### config.mk
export PLATFORM = sky130hd
export DESIGN_NAME = mem_bus_arbiter_flat
export DESIGN_NICKNAME = d
export VERILOG_FILES = /design/src/rtl/mem_bus_arbiter_if.sv /design/src/rtl/mem_bus_arbiter.sv /design/src/flat_wrapper.sv
export SDC_FILE = /design/constraint.sdc
export NUM_CORES = 1
export LEC_CHECK = 0
export CAP_MARGIN = 0
export CORE_AREA = 2 2 108 110
export DETAILED_ROUTE_END_ITERATION = 8
export DIE_AREA = 0 0 110 112
export PLACE_DENSITY = 0.67
export SETUP_SLACK_MARGIN = 0.05
export SYNTH_ARGS = -nofsm -noshare
export SYNTH_HDL_FRONTEND = slang
export SYNTH_SLANG_ARGS = --single-unit
### constraint.sdc
create_clock -name clk -period 1.3 [get_ports clk]
set_input_delay 0.26 -clock clk [delete_from_list [all_inputs] [get_ports clk]]
set_output_delay 0.26 -clock clk [all_outputs]
set_load 0.005 [all_outputs]
### src/rtl/mem_bus_arbiter_if.sv
// Signal bundle between the pipeline memory ports, the arbiter and the
// SRAM-like bus slave. The master modport is the arbiter's view. The slave
// modport is the view of everything around it: the two requesters and the
// bus slave.
interface mem_bus_arbiter_if #(
    parameter int ADDR_W = 32,
    parameter int DATA_W = 32
);
    // Instruction-fetch port (read only)
    logic                  inst_req;
    logic [ADDR_W-1:0]     inst_addr;
    logic [DATA_W-1:0]     inst_rdata;
    logic                  inst_ok;

    // Data-memory port (read/write)
    logic                  data_req;
    logic                  data_wr;
    logic [DATA_W/8-1:0]   data_wstrb;
    logic [ADDR_W-1:0]     data_addr;
    logic [DATA_W-1:0]     data_wdata;
    logic [DATA_W-1:0]     data_rdata;
    logic                  data_ok;

    // Shared memory bus
    logic                  bus_req;
    logic                  bus_wr;
    logic [DATA_W/8-1:0]   bus_wstrb;
    logic [ADDR_W-1:0]     bus_addr;
    logic [DATA_W-1:0]     bus_wdata;
    logic                  bus_addr_ok;
    logic                  bus_data_ok;
    logic [DATA_W-1:0]     bus_rdata;

    modport master (
        input  inst_req, inst_addr,
        output inst_rdata, inst_ok,
        input  data_req, data_wr, data_wstrb, data_addr, data_wdata,
        output data_rdata, data_ok,
        output bus_req, bus_wr, bus_wstrb, bus_addr, bus_wdata,
        input  bus_addr_ok, bus_data_ok, bus_rdata
    );

    modport slave (
        output inst_req, inst_addr,
        input  inst_rdata, inst_ok,
        output data_req, data_wr, data_wstrb, data_addr, data_wdata,
        input  data_rdata, data_ok,
        input  bus_req, bus_wr, bus_wstrb, bus_addr, bus_wdata,
        output bus_addr_ok, bus_data_ok, bus_rdata
    );
endinterface

### src/rtl/mem_bus_arbiter.sv
// Arbitrates the single SRAM-like memory bus between the instruction-fetch
// port and the data port. Each access runs through an address phase and a
// data phase. The data port has priority, and a streak counter stops it
// from starving instruction fetch. Also produces the pipeline stall signals.
module mem_bus_arbiter #(
    parameter int ADDR_W          = 32,
    parameter int DATA_W          = 32,
    parameter int MAX_DATA_STREAK = 4
) (
    input  logic                  clk,
    input  logic                  rst,
    mem_bus_arbiter_if.master     bus_if,
    output logic                  if_stall_o,
    output logic                  mem_stall_o
);
    localparam int STRB_W   = DATA_W / 8;
    localparam int STREAK_W = $clog2(MAX_DATA_STREAK + 1);
    localparam logic [STREAK_W-1:0] STREAK_MAX = STREAK_W'(MAX_DATA_STREAK);

    typedef enum logic [1:0] {
        IDLE = 2'd0,
        ADDR = 2'd1,
        DATA = 2'd2
    } state_e;

    // Grant encoding: 0 = instruction port, 1 = data port
    localparam logic GNT_INST = 1'b0;
    localparam logic GNT_DATA = 1'b1;

    state_e                state_q, state_d;
    logic                  grant_q, grant_d;
    logic [STREAK_W-1:0]   streak_q, streak_d;

    // Stall controller inputs: a port is stalled while it is requesting and
    // has not yet completed.
    assign if_stall_o  = bus_if.inst_req & ~bus_if.inst_ok;
    assign mem_stall_o = bus_if.data_req & ~bus_if.data_ok;

    // State, grant and streak registers with synchronous active-low reset
    always_ff @(posedge clk) begin
        // NOTE: sequential state uses non-blocking assignments so every register samples pre-edge values.
        if (!rst) begin
            state_q  <= IDLE;
            grant_q  <= GNT_INST;
            streak_q <= '0;
        end else begin
            state_q  <= state_d;
            grant_q  <= grant_d;
            streak_q <= streak_d;
        end
    end

    // Arbitration, phase sequencing, bus drive and completion routing
    always_comb begin
        // NOTE: every output of this block gets a default first so no path infers a latch.
        state_d           = state_q;
        grant_d           = grant_q;
        streak_d          = streak_q;
        bus_if.bus_req    = 1'b0;
        bus_if.bus_wr     = 1'b0;
        bus_if.bus_wstrb  = {STRB_W{1'b0}};
        bus_if.bus_addr   = {ADDR_W{1'b0}};
        bus_if.bus_wdata  = {DATA_W{1'b0}};
        bus_if.inst_ok    = 1'b0;
        bus_if.inst_rdata = {DATA_W{1'b0}};
        bus_if.data_ok    = 1'b0;
        bus_if.data_rdata = {DATA_W{1'b0}};

        // While reset is asserted all outputs stay at their defaults, even
        // if the registered state still points into a transaction.
        if (rst) begin
            unique case (state_q)
                IDLE: begin
                    if (bus_if.data_req && (!bus_if.inst_req || (streak_q < STREAK_MAX))) begin
                        grant_d = GNT_DATA;
                        state_d = ADDR;
                        // Only count grants that actually made a fetch wait
                        if (bus_if.inst_req) begin
                            streak_d = (streak_q == STREAK_MAX) ? STREAK_MAX : streak_q + 1'b1;
                        end else begin
                            streak_d = '0;
                        end
                    end else if (bus_if.inst_req) begin
                        grant_d  = GNT_INST;
                        state_d  = ADDR;
                        streak_d = '0;
                    end
                end

                ADDR: begin
                    bus_if.bus_req = 1'b1;
                    if (grant_q == GNT_DATA) begin
                        bus_if.bus_wr    = bus_if.data_wr;
                        bus_if.bus_wstrb = bus_if.data_wr ? bus_if.data_wstrb : {STRB_W{1'b0}};
                        bus_if.bus_addr  = bus_if.data_addr;
                        bus_if.bus_wdata = bus_if.data_wdata;
                    end else begin
                        bus_if.bus_addr  = bus_if.inst_addr;
                    end
                    if (bus_if.bus_addr_ok) begin
                        state_d = DATA;
                    end
                end

                DATA: begin
                    if (bus_if.bus_data_ok) begin
                        state_d = IDLE;
                        if (grant_q == GNT_DATA) begin
                            bus_if.data_ok    = 1'b1;
                            bus_if.data_rdata = bus_if.bus_rdata;
                        end else begin
                            bus_if.inst_ok    = 1'b1;
                            bus_if.inst_rdata = bus_if.bus_rdata;
                        end
                    end
                end

                default: state_d = IDLE;
            endcase
        end
    end
endmodule

### src/flat_wrapper.sv
// flat-port wrapper written by rule: the top's interface ports become plain ports
module mem_bus_arbiter_flat 
#(
    parameter int ADDR_W          = 32,
    parameter int DATA_W          = 32,
    parameter int MAX_DATA_STREAK = 4
)
  (clk, rst, if_stall_o, mem_stall_o, bus_if_inst_req, bus_if_inst_addr, bus_if_inst_rdata, bus_if_inst_ok, bus_if_data_req, bus_if_data_wr, bus_if_data_wstrb, bus_if_data_addr, bus_if_data_wdata, bus_if_data_rdata, bus_if_data_ok, bus_if_bus_req, bus_if_bus_wr, bus_if_bus_wstrb, bus_if_bus_addr, bus_if_bus_wdata, bus_if_bus_addr_ok, bus_if_bus_data_ok, bus_if_bus_rdata);
  mem_bus_arbiter_if #(.ADDR_W(ADDR_W), .DATA_W(DATA_W)) bus_if_i ();
  input  logic clk;
  input  logic rst;
  output logic if_stall_o;
  output logic mem_stall_o;
  input wire logic [$bits(bus_if_i.inst_req)-1:0] bus_if_inst_req;
  input wire logic [$bits(bus_if_i.inst_addr)-1:0] bus_if_inst_addr;
  output wire logic [$bits(bus_if_i.inst_rdata)-1:0] bus_if_inst_rdata;
  output wire logic [$bits(bus_if_i.inst_ok)-1:0] bus_if_inst_ok;
  input wire logic [$bits(bus_if_i.data_req)-1:0] bus_if_data_req;
  input wire logic [$bits(bus_if_i.data_wr)-1:0] bus_if_data_wr;
  input wire logic [$bits(bus_if_i.data_wstrb)-1:0] bus_if_data_wstrb;
  input wire logic [$bits(bus_if_i.data_addr)-1:0] bus_if_data_addr;
  input wire logic [$bits(bus_if_i.data_wdata)-1:0] bus_if_data_wdata;
  output wire logic [$bits(bus_if_i.data_rdata)-1:0] bus_if_data_rdata;
  output wire logic [$bits(bus_if_i.data_ok)-1:0] bus_if_data_ok;
  output wire logic [$bits(bus_if_i.bus_req)-1:0] bus_if_bus_req;
  output wire logic [$bits(bus_if_i.bus_wr)-1:0] bus_if_bus_wr;
  output wire logic [$bits(bus_if_i.bus_wstrb)-1:0] bus_if_bus_wstrb;
  output wire logic [$bits(bus_if_i.bus_addr)-1:0] bus_if_bus_addr;
  output wire logic [$bits(bus_if_i.bus_wdata)-1:0] bus_if_bus_wdata;
  input wire logic [$bits(bus_if_i.bus_addr_ok)-1:0] bus_if_bus_addr_ok;
  input wire logic [$bits(bus_if_i.bus_data_ok)-1:0] bus_if_bus_data_ok;
  input wire logic [$bits(bus_if_i.bus_rdata)-1:0] bus_if_bus_rdata;
  assign bus_if_i.inst_req = bus_if_inst_req;
  assign bus_if_i.inst_addr = bus_if_inst_addr;
  assign bus_if_inst_rdata = bus_if_i.inst_rdata;
  assign bus_if_inst_ok = bus_if_i.inst_ok;
  assign bus_if_i.data_req = bus_if_data_req;
  assign bus_if_i.data_wr = bus_if_data_wr;
  assign bus_if_i.data_wstrb = bus_if_data_wstrb;
  assign bus_if_i.data_addr = bus_if_data_addr;
  assign bus_if_i.data_wdata = bus_if_data_wdata;
  assign bus_if_data_rdata = bus_if_i.data_rdata;
  assign bus_if_data_ok = bus_if_i.data_ok;
  assign bus_if_bus_req = bus_if_i.bus_req;
  assign bus_if_bus_wr = bus_if_i.bus_wr;
  assign bus_if_bus_wstrb = bus_if_i.bus_wstrb;
  assign bus_if_bus_addr = bus_if_i.bus_addr;
  assign bus_if_bus_wdata = bus_if_i.bus_wdata;
  assign bus_if_i.bus_addr_ok = bus_if_bus_addr_ok;
  assign bus_if_i.bus_data_ok = bus_if_bus_data_ok;
  assign bus_if_i.bus_rdata = bus_if_bus_rdata;
  mem_bus_arbiter #(.ADDR_W(ADDR_W), .DATA_W(DATA_W), .MAX_DATA_STREAK(MAX_DATA_STREAK)) u_core (.clk(clk), .rst(rst), .bus_if(bus_if_i), .if_stall_o(if_stall_o), .mem_stall_o(mem_stall_o));
endmodule
==> flow_metrics.env <==
export IMPL_status="finished, violations left"
export IMPL_violations="negative setup slack"
export IMPL_irDropWorstVdd_uv=361
export IMPL_worst_slew_margin_rel=0.797
export IMPL_power_switching_mw=0.685
export IMPL_power_frac_clock=0.226
export IMPL_vias_per_cell=4.25
export IMPL_yosys_area_top_type="and2_1"
export IMPL_hold_viol=0
export IMPL_place_congestion=0.904
export IMPL_final_antenna_net_count=0
export IMPL_synthAdderAreaFrac=0.0162
export IMPL_finalSetupViolCount=141
export IMPL_min_delay_path_depth=3
export IMPL_power_density_mw_per_mm2=375
export IMPL_yosysWarnings=0
export IMPL_cts_tree="yes"
export IMPL_area_growth_synth_to_final_pct=301
export IMPL_stdcell_count=712
export IMPL_first_global_vias=3124
export IMPL_wire_per_inst_microns=17.1
export IMPL_fin_crit_ps=1840
export IMPL_ys_seq_elements=6
export IMPL_firstDrtPassIters=4
export IMPL_clkTransAtPathRegs_ps=40
export IMPL_hold_buffers=0
export IMPL_worst_slew_pin_slew_ps=297
export IMPL_clockBufferDepth=2
export IMPL_hpwl_microns=7720
export IMPL_grt_max_degree=19
export IMPL_synth_simple_area_share=0.567
export IMPL_p_leak_nw=2.79
export IMPL_syn_area_sq_mm=0.00154
export IMPL_syn_inst=220
export IMPL_synth_nets=361
export IMPL_seq_power_share=0.091
export IMPL_drtIter0Drc=73
export IMPL_antenna_found_initial=1
export IMPL_grt_pass1_wl_microns=16100
export IMPL_start_kind="register"
export IMPL_final_max_slew_violation_count=0
export IMPL_clock_latency_ps=230
export IMPL_num_vias=3025
export IMPL_power_total_mw=2.32
export IMPL_numPortBuffers=276
export IMPL_synthArstFlopShare=0
export IMPL_htree_num_levels=1
export IMPL_synth_area_leaders="and2_1, mux2i_1, and3_1"
export IMPL_fp_dieH_microns=112
export IMPL_synth_avg_cell_area_sq_um=7.01
export IMPL_synth_cell_types=30
export IMPL_num_rows=39
export IMPL_grt_usage=0.169
export IMPL_synth_edf_count=0
export IMPL_required_ps=1040
export IMPL_finalNetCount=711
export IMPL_yosysSeqAreaShare=0.0779
export IMPL_dieWidth_microns=110
export IMPL_cts_root_buffer="clkbuf_16"
export IMPL_cap_violations=0
export IMPL_synth_top_family_by_area="simple AND/OR/NAND/NOR gates"
export IMPL_muxShareOfSynthArea=0.208
export IMPL_drc=0
export IMPL_cts_sinks=6
export IMPL_diodes=0
export IMPL_grt_overflow=0
export IMPL_start_util=0.138
export IMPL_synthFlopType="dfxtp_1"
export IMPL_coreArea_sq_mm=0.0112
export IMPL_fin_skew_ps=1.10
export IMPL_finalCritPeriodShare=1.41
export IMPL_setup_slack_ps=-538
export IMPL_drive_above_1_share=0.657
export IMPL_die_area_sq_mm=0.0123
export IMPL_max_freq_mhz=544
export IMPL_yosys_area_share_xor_xnor=0
export IMPL_r2r_cells=5
export IMPL_arrival_ps=1580
export IMPL_worstSetupEndpointType="output port"
export IMPL_sw_frac_of_total=0.296
export IMPL_internal_power_mw=1.63
export IMPL_dp_cells=641
export IMPL_crit_type="reg -> out"
export IMPL_rsz0062_at_grt="true"
export IMPL_comb_power_share=0.683
export IMPL_hold_class="in -> reg"
export IMPL_crit_fanout=6
export IMPL_ios=277
export IMPL_finalSetupTns_ps=-56430
export IMPL_cts_buffers=3
export IMPL_synth_compound_area_frac=0.0373
export IMPL_wirelength_microns=12200
export IMPL_synthDominantCellAreaShare=0.276
## timing repair
item | CTS | global route
cloned | 14 | 1
endpoints found under the setup margin | 144 | 144
pin swaps | 49 | 41
buffers inserted | 42 | 23
gates resized for setup | 676 | 200
## kinds of logic (layout without fill, tap and decap cells)
kind of cell | Yosys count | in the layout
simple gates | 147 | 147
mux | 32 | 32
buf+inv | 26 | 375
compound gates | 7 | 7
flops | 6 | 6
fa+ha+maj | 2 | 2
## metrics by stage
step | utilization | instance area (sq um) | setup slack (ps) | hold WS (ps)
after floorplan | - | 1610 | -20.9 | 376
after global placement | 0.414 | 4630 | -1100 | 507
after detailed placement | 0.414 | 4630 | -1110 | 517
after global routing | 0.553 | 6180 | -608 | 539
final | 0.553 | 6180 | -538 | 524
after CTS | 0.498 | 5570 | -598 | 521
## cell usage after synthesis, types with 2 or more instances
cell type,number
a32o_1,3
and2_1,68
and3_1,33
buf_1,2
buf_2,5
buf_4,4
buf_6,3
clkbuf_1,6
clkbuf_2,2
dfxtp_1,6
ha_1,2
inv_1,3
mux2i_1,32
nor2_1,34
nor2b_1,2
## sequential cells by signal, summed over array words and instances (netlist names)
register / count
u_core.state_q: 2
u_core.grant_q: 1
u_core.streak_q: 3
## worst paths after layout
| kind | startpoint | endpoint | slack (ps) |
|---|---|---|---|
| min | bus_if_bus_data_ok | u_core.state_q[1]$_SDFFE_PN0P_ | 520 |
| max reg2reg | u_core.state_q[0]$_SDFFE_PN0P_ | u_core.streak_q[0]$_SDFFE_PN0P_ | -90 |
| min reg2reg | u_core.streak_q[1]$_SDFFE_PN0P_ | u_core.streak_q[1]$_SDFFE_PN0P_ | 530 |
| max | u_core.state_q[1]$_SDFFE_PN0P_ | bus_if_data_rdata[9] | -540 |
## metal layers
metal,part of all wire,wire length (microns),global-route usage
met1,0.34,4150,0.175
met2,0.55,6690,0.335
met3,0.091,1110,0.0381
met4,0.019,234,0.0363
met5,0.0014,17,0
## layout make-up
type                    count  area [sq um]
flip-flops and latches      6           129
multi-input cells         188          1920
repair buffers            367          3860
inverters                   4          20.0
well taps                 143           179
fillers                   968          4990
clock buffers               4          78.8
## critical path, cell delays in order, from the launching register on
cell	delay, ps
dfxtp_4	360
nand3_4	100
nor3b_4	190
buf_6	140
buf_12	110
buf_16	110
buf_8	110
and2_4	140
buf_6	90
## power groups by stage
stage / clock network (mW) / registers, mW / logic, mW
final: 0.524 / 0.211 / 1.58
after global routing: 0.553 / 0.211 / 1.68
after CTS: 0.538 / 0.212 / 1.33
after detailed placement: 0 / 0.209 / 1.02
after global placement: 0 / 0.209 / 1.00
after floorplan: 0 / 0.202 / 0.319
## cells in the final DEF, fill, tap and decap left out, drive strengths merged, types with 2 or more instances in the layout
master | netlist | routed
ha | 2 | 2
and2 | 68 | 68
and3 | 33 | 33
clkbuf | 8 | 8
nor2b | 2 | 2
nor3 | 2 | 2
mux2i | 32 | 32
dlymetal6s2s | 0 | 2
inv | 4 | 3
nor2 | 34 | 34
clkdlybuf4s50 | 0 | 134
buf | 14 | 224
dfxtp | 6 | 6
nand3b | 2 | 2
a32o | 3 | 3
(Power assumes the default switching activity.)
